==> config.mk <==
export PLATFORM = sky130hd
export DESIGN_NAME = line_burst_addr_gen
export DESIGN_NICKNAME = d
export VERILOG_FILES = /design/src/rtl/cache_pkg.sv /design/src/rtl/line_addr_compose.sv /design/src/rtl/line_burst_addr_gen.sv
export SDC_FILE = /design/constraint.sdc
export NUM_CORES = 1
export LEC_CHECK = 0
export BUFFER_PORTS_ARGS = -buffer_cell sky130_fd_sc_hd__clkbuf_2
export CORE_MARGIN = 2
export CORE_UTILIZATION = 51
export DETAILED_ROUTE_END_ITERATION = 16
export GPL_ROUTABILITY_DRIVEN = 0
export GPL_TIMING_DRIVEN = 0
export PLACE_DENSITY = 0.83
export SLEW_MARGIN = 30
export SYNTH_ARGS = -nofsm -noshare
export SYNTH_HDL_FRONTEND = slang
export SYNTH_SLANG_ARGS = --single-unit
==> constraint.sdc <==
create_clock -name clk -period 1.9 [get_ports clk]
set_input_delay 0.095 -clock clk [delete_from_list [all_inputs] [get_ports clk]]
set_output_delay 0.095 -clock clk [all_outputs]
set_load 0.05 [all_outputs]
==> src/rtl/cache_pkg.sv <==
// Shared cache geometry: 16-bit byte address split as {tag, index, word, byte}.
// Burst FSM state encoding lives here so the top and the bench agree on it.
package cache_pkg;

   localparam int ADDR_W   = 16;
   localparam int INDEX_W  = 5;
   localparam int OFFSET_W = 5;
   localparam int TAG_W    = ADDR_W - INDEX_W - OFFSET_W;
   localparam int WORD_W   = OFFSET_W - 2;
   localparam int WORDS    = 2 ** WORD_W;

   typedef enum logic [1:0] {
      IDLE  = 2'd0,
      BURST = 2'd1,
      DONE  = 2'd2
   } burst_state_t;

endpackage

==> src/rtl/line_addr_compose.sv <==
// Rebuilds a byte address from {tag, index, word}; exact inverse of the address decoder.
// Purely combinational, so the word field wraps inside the line with no carry into index/tag.
module line_addr_compose
   import cache_pkg::*;
(
   input  logic [TAG_W-1:0]   tag_i,
   input  logic [INDEX_W-1:0] index_i,
   input  logic [WORD_W-1:0]  word_i,
   output logic [ADDR_W-1:0]  addr_o
);

   assign addr_o = {tag_i, index_i, word_i, 2'b00};

endmodule

==> src/rtl/line_burst_addr_gen.sv <==
// Issues one full-line burst of WORDS beat addresses per accepted request; first beat 1 clk after accept.
// Beats hold while mem_ready is low. Define CRIT_WORD_FIRST_EN to start each burst at req_word.
module line_burst_addr_gen
   import cache_pkg::*;
(
   input  logic                clk,
   input  logic                rst,
   input  logic                req_valid,
   output logic                req_ready,
   input  logic [TAG_W-1:0]    req_tag,
   input  logic [INDEX_W-1:0]  req_index,
   input  logic [WORD_W-1:0]   req_word,
   input  logic                req_wr,
   output logic                mem_valid,
   input  logic                mem_ready,
   output logic [ADDR_W-1:0]   mem_addr,
   output logic                mem_wr,
   output logic                mem_last,
   output logic [WORD_W-1:0]   beat_word,
   output logic                busy,
   output logic                done
);

   localparam logic [WORD_W-1:0] LAST_CNT = WORD_W'(WORDS - 1);

   burst_state_t        state_q, state_d;
   logic [TAG_W-1:0]    tag_q, tag_d;
   logic [INDEX_W-1:0]  index_q, index_d;
   logic [WORD_W-1:0]   word_q, word_d;
   logic [WORD_W-1:0]   cnt_q, cnt_d;
   logic                wr_q, wr_d;
   logic [WORD_W-1:0]   start_word;
   logic [ADDR_W-1:0]   line_addr;

`ifdef CRIT_WORD_FIRST_EN
   assign start_word = req_word;
`else
   logic unused_req_word;
   assign unused_req_word = ^req_word;
   assign start_word      = '0;
`endif

   line_addr_compose u_compose (
      .tag_i   (tag_q),
      .index_i (index_q),
      .word_i  (word_q),
      .addr_o  (line_addr)
   );

   always_ff @(posedge clk) begin
      if (rst) begin
         state_q <= IDLE;
         tag_q   <= '0;
         index_q <= '0;
         word_q  <= '0;
         cnt_q   <= '0;
         wr_q    <= 1'b0;
      end else begin
         state_q <= state_d;
         tag_q   <= tag_d;
         index_q <= index_d;
         word_q  <= word_d;
         cnt_q   <= cnt_d;
         wr_q    <= wr_d;
      end
   end

   always_comb begin
      state_d = state_q;
      tag_d   = tag_q;
      index_d = index_q;
      word_d  = word_q;
      cnt_d   = cnt_q;
      wr_d    = wr_q;
      case (state_q)
         IDLE: begin
            if (req_valid) begin
               tag_d   = req_tag;
               index_d = req_index;
               word_d  = start_word;
               wr_d    = req_wr;
               cnt_d   = '0;
               state_d = BURST;
            end
         end
         BURST: begin
            // word and count are both WORD_W wide, so +1 wraps modulo WORDS
            if (mem_ready) begin
               word_d = word_q + 1'b1;
               cnt_d  = cnt_q + 1'b1;
               if (cnt_q == LAST_CNT) begin
                  state_d = DONE;
               end
            end
         end
         DONE:    state_d = IDLE;
         default: state_d = IDLE;
      endcase
   end

   always_comb begin
      req_ready = 1'b0;
      mem_valid = 1'b0;
      mem_addr  = '0;
      mem_wr    = 1'b0;
      mem_last  = 1'b0;
      beat_word = '0;
      busy      = 1'b0;
      done      = 1'b0;
      case (state_q)
         IDLE: req_ready = 1'b1;
         BURST: begin
            mem_valid = 1'b1;
            mem_addr  = line_addr;
            mem_wr    = wr_q;
            mem_last  = (cnt_q == LAST_CNT);
            beat_word = word_q;
            busy      = 1'b1;
         end
         DONE: begin
            busy = 1'b1;
            done = 1'b1;
         end
         default: ;
      endcase
   end

endmodule

---- Word level (Yosys, flattened, before mapping) ----
Cells that the tools add are included.
word-level totals
  input bits .............................. 19
  flip-flop bits (word level) ............. 20
  logic and storage cells ................. 37
  output and inout port bits .............. 25
cells by class
  eq/ne operators ......................... 6
  reductions and logical operators ........ 6
  add/sub/neg operators ................... 2
  muxes and demuxes ....................... 17
operators with widths
  kind                 number
  $mux 16              1
  $mux 3               4
  $pmux 3 s2           2
  $add 3x1->3 const B  2
  $mux 1               6
  $mux 2               3
  $ne 2x2->1 const B   3
  $reduce_and 3->1     2
  $pmux 2 s2           1
  $eq 3x3->1 const B   1
  $eq 2x1->1 const B   1
  $eq 2x2->1 const B   1
  $logic_not 2->1      1
  $reduce_and 2->1     1
  $reduce_bool 2->1    1
  $reduce_or 2->1      1

---- Logic depth before layout (Yosys ltp) ----
Gate-level depths: netlist of run 1.
  depth after elaboration ................. 4
  depth in mapped cells ................... 7
  depth with buffers taken out ............ 5

---- By module ----
A second synthesis of run 1 with hierarchy kept.
unflattened totals
  cells, all modules ...................... 154
  area, all modules ....................... 1229.9 um^2
by module, submodules not included
  module               sequential area each (um^2)  cells each  area an instance (um^2)  instances
  line_burst_addr_gen  400.4                        137         1106.1                   1
  line_addr_compose    0.0                          17          123.9                    1

---- Worst setup path after synthesis of run 1 ----
No wires, ideal clock.
  kind .................................... flip-flop to flip-flop
  from .................................... register state_q[0]
  to ...................................... register cnt_q[0]
  setup time .............................. 0.133 ns
  cell stages (with the launch flop) ...... 7
  required time ........................... 1.767 ns
  path buffers ............................ 1
  slack ................................... 0.180 ns
  clock period less this slack ............ 1.720 ns
  data arrival time ....................... 1.587 ns
  cells stage by stage .................... dfxtp_1 > inv_1 > ha_1 > buf_4 > or3b_1 > o311ai_1 > nor3_1
between the ends
  longest elaborated chain between the ends .. 3
  elaborated cells between the ends (all ways) .. 7
  those cells by class .................... eq/ne: 3; mux: 1; reduce/logical: 3
RTL lines
  element                                                           line                       source
  start: declaration                                                line_burst_addr_gen.sv:26  burst_state_t state_q, state_d;
  start signal: assignment                                          line_burst_addr_gen.sv:59  state_q <= state_d;
  $eq 2x1->1 / $logic_not 2->1 (equally long branches)              line_burst_addr_gen.sv:75  case (state_q)
  $ne 2x2->1 (no line) / $reduce_bool 2->1 (equally long branches)  --
  $reduce_and 3->1 (no line)                                        --
  end signal: assignment                                            line_burst_addr_gen.sv:63  cnt_q <= cnt_d;
  end: declaration                                                  line_burst_addr_gen.sv:30  logic [WORD_W-1:0] cnt_q, cnt_d;
Parallel ways exist; a longest one is shown, timed or not.
A chain may end at the register's enable or synchronous reset.

---- Final worst setup path of run 1 ----
  from .................................... register state_q[1]
  to ...................................... output mem_addr[3]
between the ends
  longest elaborated chain between the ends .. 2
RTL lines
  element           line                        source
  $eq 2x1->1        line_burst_addr_gen.sv:110  case (state_q)
  $mux 16           line_burst_addr_gen.sv:110
  end: declaration  line_burst_addr_gen.sv:16   output logic [ADDR_W-1:0] mem_addr,
Every way passes these cells.

==> metrics.md, run 1 <==
| Metric | Value |
|---|---|
| Root Buffer | clkbuf_4 |
| Status | finished, final reports clean |
| Unrepaired setup endpoints after global routing | no |
| Total grt overflow | 0 |
| Top post-synthesis cells by area | dfxtp_1 (36%), and2_1 (9.6%), nand2_1 (9.1%) |
| CP delay by family, top | buffers and inverters |
| Post-synthesis sequential area ratio | 36.0% |
| Vias/cell | 5.26 |
| Final Setup Violations | 0 |
| Pwr Density | 664 nW/um^2 |
| Setup crit start kind | register |
| Pin count of the biggest net entering global routing | 11 |
| Antenna diodes | 0 |
| IO Count | 44 |
| Cell chain of the critical path | inv_1 -> ha_2 -> and2_1 -> buf_4 -> clkbuf_2 |
| Synth cell types | 26 |
| Total core area | 2000 sq um |
| Max incr delay on CP | 0.36 ns |
| Drt drc | 0 |
| Antenna violations before repair | 0 |
| Clock tree buffer depth | 2 |
| Max_cap viols | 0 |
| Tightest Hold Check Type | input port to register |
| Post-CTS setup buffers | 0 |
| Slew Viols, Final | 0 |
| Worst vdd ir | 0.000452 V |
| WHS | 0.00182 ns |
| Post-Place Cells | 200 |
| Ys flop type | dfxtp_1 |
| Final Cell Area | 1350 sq um |
| Syn_area_per_cell | 8.12 sq um |
| Detailed-placement wirelength estimate | 1920 microns |
| CP max FO | 17 |
| Post-synth top cells | nand2_1 (27), dfxtp_1 (20), a21oi_1 (19) |
| CP required | 1.80 ns |
| Final nets | 203 |
| Critical path type | register to output pin |
| Clock latency on the worst-skew pair | 0.30 ns |
| Fin. Hold Viols | 0 |
| H-tree Lvls | 1 |
| Share of cells above drive strength 1 | 30.3% |
| Initial Utilization | 55.6% |
| Reg clk slew, reported paths | 0.11 ns |
| CTS tree | done |
| Die area | 2570 sq um |
| Yosys top cell area share | 36.0% |
| Post-DP Area | 1330 sq um |
| CTS sink cnt | 20 |
| Synth async-reset ratio | 0% |
| Register bit total from synthesis | 20 |
| Vias in the first global route | 946 |
| Area Overhead vs Synth | 21.3% |
| Fmax | 0.566 GHz |
| Filler cells | 182 |
| Cell count after synthesis | 137 |
| Leak pwr | 0.640 nW |
| DIE HEIGHT | 50.7 microns |
| CP arrival | 1.67 ns |
| Antenna-violating nets left | 0 |
| Die width | 50.7 microns |
| Setup TNS | 0 ns |
| First-pass GRT wire length | 3930 microns |
| Most common cell in the netlist | nand2_1 |
| Clock buffer count from CTS | 3 |
| Crit path buffers/inverters | 3 |
| Final WL | 2470 microns |
| GRT Total Usage | 19.9% |
| Non-Filler Instances | 202 |
| Rows | 16 |
| Final period utilization | 93.0% |
| Vias post-DR | 1062 |
| Avg WL per Cell | 12.2 microns |
| Max stage delay cell, worst path | ha_2 |
| EDFF count, synth | 0 |
| Cell Area, Synth | 1110 sq um |
| Port bufs | 35 |
| Final Skew | 0.00624 ns |
| Syn. warnings | 0 |
| Initial DRC Count | 17 |
| Tmin final | 1.77 ns |
| Crit end category | output pin |
| Yosys top cell by area | dfxtp_1 |
| DRT Pass-1 Iters | 4 |
[repair_timing]
| action | in CTS | in global routing |
|---|---|---|
| hold buffers | 0 | 0 |
| resized for setup | 2 | 2 |
| setup endpoints to repair | 11 | 3 |
| pin swaps | 0 | 0 |
[final timing paths]
kind                                  from     endpoint  slack (ns)  cells after the start
worst max-delay path            state_q[1]  mem_addr[3]        0.13                      5
worst min-delay path            req_tag[1]     tag_q[1]       0.002                      3
worst max register to register  state_q[0]    word_q[0]        0.38                      6
worst min register to register  index_q[4]   index_q[4]        0.46                      2
[kinds of logic (layout without fill, tap and decap cells)]
family	Yosys count	count (layout)	share of synthesized area, %
buffers and inverters	17	54	9.56
DFF	20	20	36.0
adders and majority gates	7	7	7.87
muxes	1	1	0.900
and+or+nand+nor	63	63	31.5
other	1	2	0.337
AOI/OAI and AO/OA	28	28	13.8
[tightest hold or removal path, stage by stage]
cell and delay [ns]:
clkbuf_2 0.08, nand2_1 0.04, a21oi_1 0.05
[layer usage]
metal | track usage (%) | vias to the layer above | share of wire [%]
li1 | - | 532 | -
met1 | 23.0 | 486 | 40
met2 | 37.9 | 39 | 53
met3 | 0.893 | 5 | 5.2
met4 | 8.11 | 0 | 1.7
met5 | 0 | - | 0
[registers in the layout, indices dropped and copies added, names as in the netlist]
register	count
tag_q	6
index_q	5
cnt_q	3
word_q	3
state_q	2
wr_q	1
[layout make-up]
type	count	area, sq um	share of cell area (%)
multi-input combinational	101	612	45.4
sequential	20	400	29.7
timing repair buffer	35	178	13.2
buffer	13	91.3	6.77
tap	27	33.8	2.50
clock buffer	3	22.5	1.67
inverter	3	11.3	0.835
[through the flow]
stage	power, W	setup WS [ns]	util (%)
floorplan	0.000648	0.180	-
global placement	0.000695	0.222	66.2
detailed placement	0.000705	0.174	66.2
CTS	0.000899	0.00934	67.5
global route	0.000940	0.0176	67.4
finish	0.000896	0.134	67.4
[cells in the final DEF, fill, tap and decap left out, types with 3 or more instances in the layout]
master / count
clkbuf_2: 34
nand2_1: 27
dfxtp_1: 20
a21oi_1: 19
and2_1: 17
buf_4: 9
ha_1: 6
nand4_1: 5
o21ai_0: 4
clkbuf_4: 4
inv_1: 3
nand2b_1: 3
[power by group]
| part | leakage, nW | internal, W | switching [W] |
|---|---|---|---|
| Sequential | 0.163 | 0.000440 | 0.0000114 |
| Combinational | 0.463 | 0.0000812 | 0.000164 |
| Clock | 0.0138 | 0.0000739 | 0.000125 |
Note: power is estimated with default switching activity, not from simulation.
==> inputs of run 2 (changes only) <==
ABC_AREA = 1   (was not set)
CORE_UTILIZATION = 53   (was 51)
CTS_BUF_LIST = sky130_fd_sc_hd__clkbuf_8   (was not set)
PLACE_DENSITY = 0.86   (was 0.83)
==> metrics.md, run 2 <==
| Metric | Value |
|---|---|
| Final nets | 240 |
| Worst reg-to-reg path cell count | 6 |
| Final Skew | 0.00499 ns |
| R2R setup slack | 0.43 ns |
| Setup crit start kind | register |
| Share of cells above drive strength 1 | 27.7% |
| End point of the critical path | mem_addr[2] |
| Final Setup Violations | 0 |
| Register bit total from synthesis | 20 |
| Vias post-DR | 1103 |
| CP max FO | 10 |
| CTS sink cnt | 20 |
| Post-synth top cells | nand2_1 (39), nor2_1 (33), inv_1 (28) |
| First-pass GRT wire length | 4270 microns |
| Ys flop type | dfxtp_1 |
| EDFF count, synth | 0 |
| Total grt overflow | 0 |
| Total core area | 1980 sq um |
| Initial Utilization | 56.7% |
| Die width | 50.0 microns |
| Cell Area, Synth | 1120 sq um |
| Final period utilization | 93.9% |
| Slew Viols, Final | 0 |
| Status | finished, final reports clean |
| Avg WL per Cell | 10.5 microns |
| Fmax | 0.560 GHz |
| Antenna violations before repair | 0 |
| Reg2Reg Capture Point | tag_q[3] |
| Die area | 2500 sq um |
| Rows | 16 |
| Setup TNS | 0 ns |
| Max_cap viols | 0 |
| Hold buffer count at CTS | 0 |
| Filler cells | 172 |
| Final WS setup | 0.115 ns |
| Tightest Hold Check Type | input port to register |
| DIE HEIGHT | 50.0 microns |
| CP arrival | 1.69 ns |
| Worst R2R Start | state_q[0] |
| Vias in the first global route | 1030 |
| Syn_area_per_cell | 6.61 sq um |
| Port bufs | 38 |
| Hold depth | 3 |
| Fin. Hold Viols | 0 |
| Most common cell in the netlist | nand2_1 |
| Clock latency on the worst-skew pair | 0.26 ns |
| Antenna diodes | 0 |
| Critical path type | register to output pin |
| Syn. warnings | 0 |
| Unrepaired setup endpoints after global routing | no |
| CTS tree | done |
| Most frequent cells in the layout | nand2_1 (39), clkbuf_2 (38), nor2_1 (33) |
| Final WL | 2530 microns |
| Pin count of the biggest net entering global routing | 12 |
| IO Count | 44 |
| Root Buffer | clkbuf_8 |
| Reg with most FFs | tag_q |
| H-tree Lvls | 1 |
| Vias/cell | 4.60 |
| Synth cell types | 18 |
| CP required | 1.80 ns |
| Leak pwr | 0.872 nW |
| Drt drc | 0 |
| Critical Path Source | state_q[1] |
| Cell count after synthesis | 170 |
| Overall power | 0.00242 W |
| Worst vdd ir | 0.00228 V |
| Yosys top cell area share | 35.6% |
| Tmin final | 1.78 ns |
| Antenna-violating nets left | 0 |
| Crit end category | output pin |
| Synth async-reset ratio | 0% |
| Largest registers | tag_q: 6 flops, index_q: 5 flops |
| Final core area utilization | 71.2% |
| GRT Total Usage | 22.4% |
| DRT Pass-1 Iters | 4 |
| Pwr Density | 1710 nW/um^2 |
| Detailed-placement wirelength estimate | 1940 microns |
| Area Overhead vs Synth | 25.6% |
| Most common cell after layout, fill and taps aside | nand2_1 |
| Clock tree buffer depth | 2 |
| Yosys top cell by area | dfxtp_1 |
| Footprint of the multi-input gates | 520 sq um |
| FF+latch area | 400 sq um |
| Top post-synthesis cells by area | dfxtp_1 (36%), nand2_1 (13%), nor2_1 (11%) |
| Clock buffer count from CTS | 3 |
| Post-synthesis sequential area ratio | 35.6% |
| Largest register FFs | 6 |
| Setup WS pre-CTS | 0.280 ns |
| Reg clk slew, reported paths | 0.08 ns |
| Initial DRC Count | 23 |
run 2: cell count changes in the layout (fill, tap and decap cells not counted), moves of 4 or more:
cell	change
nand2_1	+12
clkbuf_2	+4
nor2_1	+33
o21ai_0	+8
and2_1	-17
a21oi_1	-14
nand3_1	+6
clkbuf_8	+4
nand4_1	-5
inv_1	+25
run 2: how the worst min path moves through the flow:
stage,slack (ns),to,from
2_1_floorplan,0.26,tag_q[0],req_tag[0]
3_3_place_gp,0.34,tag_q[1],req_tag[1]
3_5_place_dp,0.36,tag_q[2],req_tag[2]
4_1_cts,0.09,tag_q[2],req_tag[2]
5_1_grt,0.12,index_q[3],req_index[3]
6_report,0.09,tag_q[2],req_tag[2]
run 2: cell type report:
type / count / area share [%]
inverter: 28 / 7.45
timing repair buffer: 38 / 13.7
clock buffer: 4 / 3.90
sequential: 20 / 28.4
multi-input combinational: 109 / 36.9
buffer: 14 / 7.36
tap: 27 / 2.39
run 2: cells by family (layout without fill, tap and decap cells):
logic type	Yosys count	in the layout	share of synthesized area, %
and+or+nand+nor	83	83	30.3
DFF	20	20	35.6
other	1	2	0.334
buffers and inverters	42	84	18.4
AOI/OAI and AO/OA	17	17	7.57
adders and majority gates	7	7	7.79
run 2: stage by stage:
stage	cell area, sq um	hold slack (ns)	cells
final	1410	0.0860	240
after global placement	1350	0.344	236
after global routing	1410	0.120	240
after floorplan	1130	0.259	171
after detailed placement	1350	0.356	236
after CTS	1410	0.0863	240
run 2: layer usage:
layer / GRT usage (%) / share of wire (%)
met1: 24.1 / 40
met2: 41.7 / 53
met3: 2.73 / 4.8
met4: 11.6 / 2.6
met5: 0 / 0
run 2: what timing repair did:
item	4_1_cts	5_1_grt
buffers inserted	0	0
resized for setup	1	2
setup endpoints to repair	1	1
run 2: power by group:
group	internal (W)	switching (W)	leakage [nW]
clock	0.000185	0.000142	0.0288
sequential	0.000560	0.0000859	0.165
combinational	0.000434	0.00101	0.678
run 2: critical path, cell delays in order, from the launching register on:
cell      delay, ns
dfxtp_1        0.32
inv_1          0.13
ha_1           0.16
clkbuf_2       0.18
buf_4          0.20
nand2_1        0.06
inv_1          0.07
buf_4          0.10
clkbuf_4       0.21
==> inputs of run 3 (changes only) <==
REMOVE_ABC_BUFFERS = 1   (was not set)
==> metrics.md, run 3 (same netlist as run 2, synthesis figures left out) <==
| Metric | Value |
|---|---|
| Most frequent cells in the layout | nand2_1 (39), clkbuf_2 (38), nor2_1 (33) |
| CP arrival | 1.61 ns |
| Leak pwr | 0.804 nW |
| Area Overhead vs Synth | 16.4% |
| Top layer in use | met4 |
| Tmin final | 1.70 ns |
| Post-Place Cells | 222 |
| Antenna-violating nets left | 0 |
| Worst slew pin tran | 0.531 ns |
| Antenna diodes | 0 |
| Initial Utilization | 56.7% |
| Post-CTS setup buffers | 0 |
| Footprint of the multi-input gates | 523 sq um |
| FF+latch area | 400 sq um |
| Cell chain of the critical path | inv_1 -> ha_1 -> nand2_1 -> inv_1 -> clkbuf_2 |
| Rows | 16 |
| Metal3 WL | 110 microns |
| Post-DP Area | 1250 sq um |
| Root Buffer | clkbuf_8 |
| Non-Filler Instances | 226 |
| Status | finished, final reports clean |
| M1 WL | 965 microns |
| Port bufs | 38 |
| Fmax | 0.588 GHz |
| CP delay by family, top | adder cells |
| Die width | 50.0 microns |
| Critical path type | register to output pin |
| Total grt overflow | 0 |
| Max incr delay on CP | 0.47 ns |
| CTS tree | done |
| CP required | 1.80 ns |
| CP max FO | 12 |
| CTS sink cnt | 20 |
| Crit path buffers/inverters | 3 |
| Avg WL per Cell | 9.74 microns |
| Largest registers | tag_q: 6 flops, index_q: 5 flops |
| Vias in the first global route | 980 |
| Final Skew | 0.00458 ns |
| Clock buffer count from CTS | 3 |
| Detailed-placement wirelength estimate | 1640 microns |
| Final period utilization | 89.5% |
| Die area | 2500 sq um |
| Unrepaired setup endpoints after global routing | no |
| Antenna violations before repair | 0 |
| Slew Viols, Final | 0 |
| GRT Total Usage | 19.5% |
| Final nets | 226 |
| Reg with most FFs | tag_q |
| Setup TNS | 0 ns |
| Initial DRC Count | 17 |
| Crit end category | output pin |
| Pin count of the biggest net entering global routing | 21 |
| Top cell by count, worst path | inv_1 |
| Total core area | 1980 sq um |
| Max_cap viols | 0 |
| Clock latency on the worst-skew pair | 0.25 ns |
| WHS | 0.0958 ns |
| Filler cells | 195 |
| Hold buffer count at CTS | 0 |
| DIE HEIGHT | 50.0 microns |
| Setup crit start kind | register |
| H-tree Lvls | 1 |
| Worst vdd ir | 0.00146 V |
| Vias/cell | 4.69 |
| Final Setup Violations | 0 |
| Pwr Density | 1720 nW/um^2 |
| WL met2 | 1120 microns |
| Share of cells above drive strength 1 | 24.1% |
| DRT Pass-1 Iters | 4 |
| Slew headroom | 64.5% |
| Final WL | 2200 microns |
| Vias post-DR | 1060 |
| Final core area utilization | 66.0% |
| Clock tree buffer depth | 2 |
| First-pass GRT wire length | 3850 microns |
| Largest register FFs | 6 |
| Fin. Hold Viols | 0 |
| Tightest Hold Check Type | input port to register |
| Most common cell after layout, fill and taps aside | nand2_1 |
| Drt drc | 0 |
| Reg clk slew, reported paths | 0.07 ns |
| IO Count | 44 |
| Final Cell Area | 1310 sq um |
| Max stage delay cell, worst path | ha_1 |
[run 3: cell count changes in the layout (fill, tap and decap cells not counted)]
cell,delta
ha_1,-1
buf_2,-1
buf_4,-7
ha_2,+1
clkbuf_4,-1
buf_6,-3
clkbuf_1,-2
[run 3: worst paths after layout]
| check | startpoint | to | slack [ns] | cells past startpoint |
|---|---|---|---|---|
| min | req_index[3] | index_q[3] | 0.1 | 3 |
| max reg2reg | state_q[1] | word_q[0] | 0.29 | 8 |
| max | state_q[1] | mem_last | 0.20 | 5 |
| min reg2reg | index_q[1] | index_q[1] | 0.49 | 2 |
[run 3: repair_timing]
action / in CTS / in global routing
endpoints found under the setup margin: 0 / 17
gates resized for setup: 0 / 1
endpoints found under the hold margin: 0 / 0
[run 3: where the power goes]
part           internal [W]  switching (W)  total [W]
logic              0.000339       0.000964    0.00130
clock network      0.000184       0.000131   0.000315
registers          0.000559      0.0000777   0.000637
total               0.00108        0.00117    0.00225
[run 3: final cells by class]
type                    count  area share [%]
flip-flops and latches     20            30.6
multi-input cells         109            40.0
clock buffers               4            4.21
well taps                  27            2.58
repair buffers             38            14.5
inverters                  28            8.04
[run 3: worst reg2reg max path, delay by kind of cell, from the launching register on]
kind | cells | cell delay (ns)
simple gates | 6 | 0.66
fa+ha+maj | 1 | 0.47
flops | 1 | 0.31
buf+inv | 1 | 0.12
[run 3: routing by layer]
metal	up-vias	track usage (%)
met2	29	36.8
met3	2	1.82
li1	551	-
met1	478	21.7
met5	-	0
met4	0	8.33
[run 3: through the flow]
step	total power (W)	setup slack, ns
final	0.00225	0.200
after global routing	0.00246	0.0795
after CTS	0.00227	0.0675
after detailed placement	0.00195	0.324
after global placement	0.00190	0.381
after floorplan	0.00170	0.166
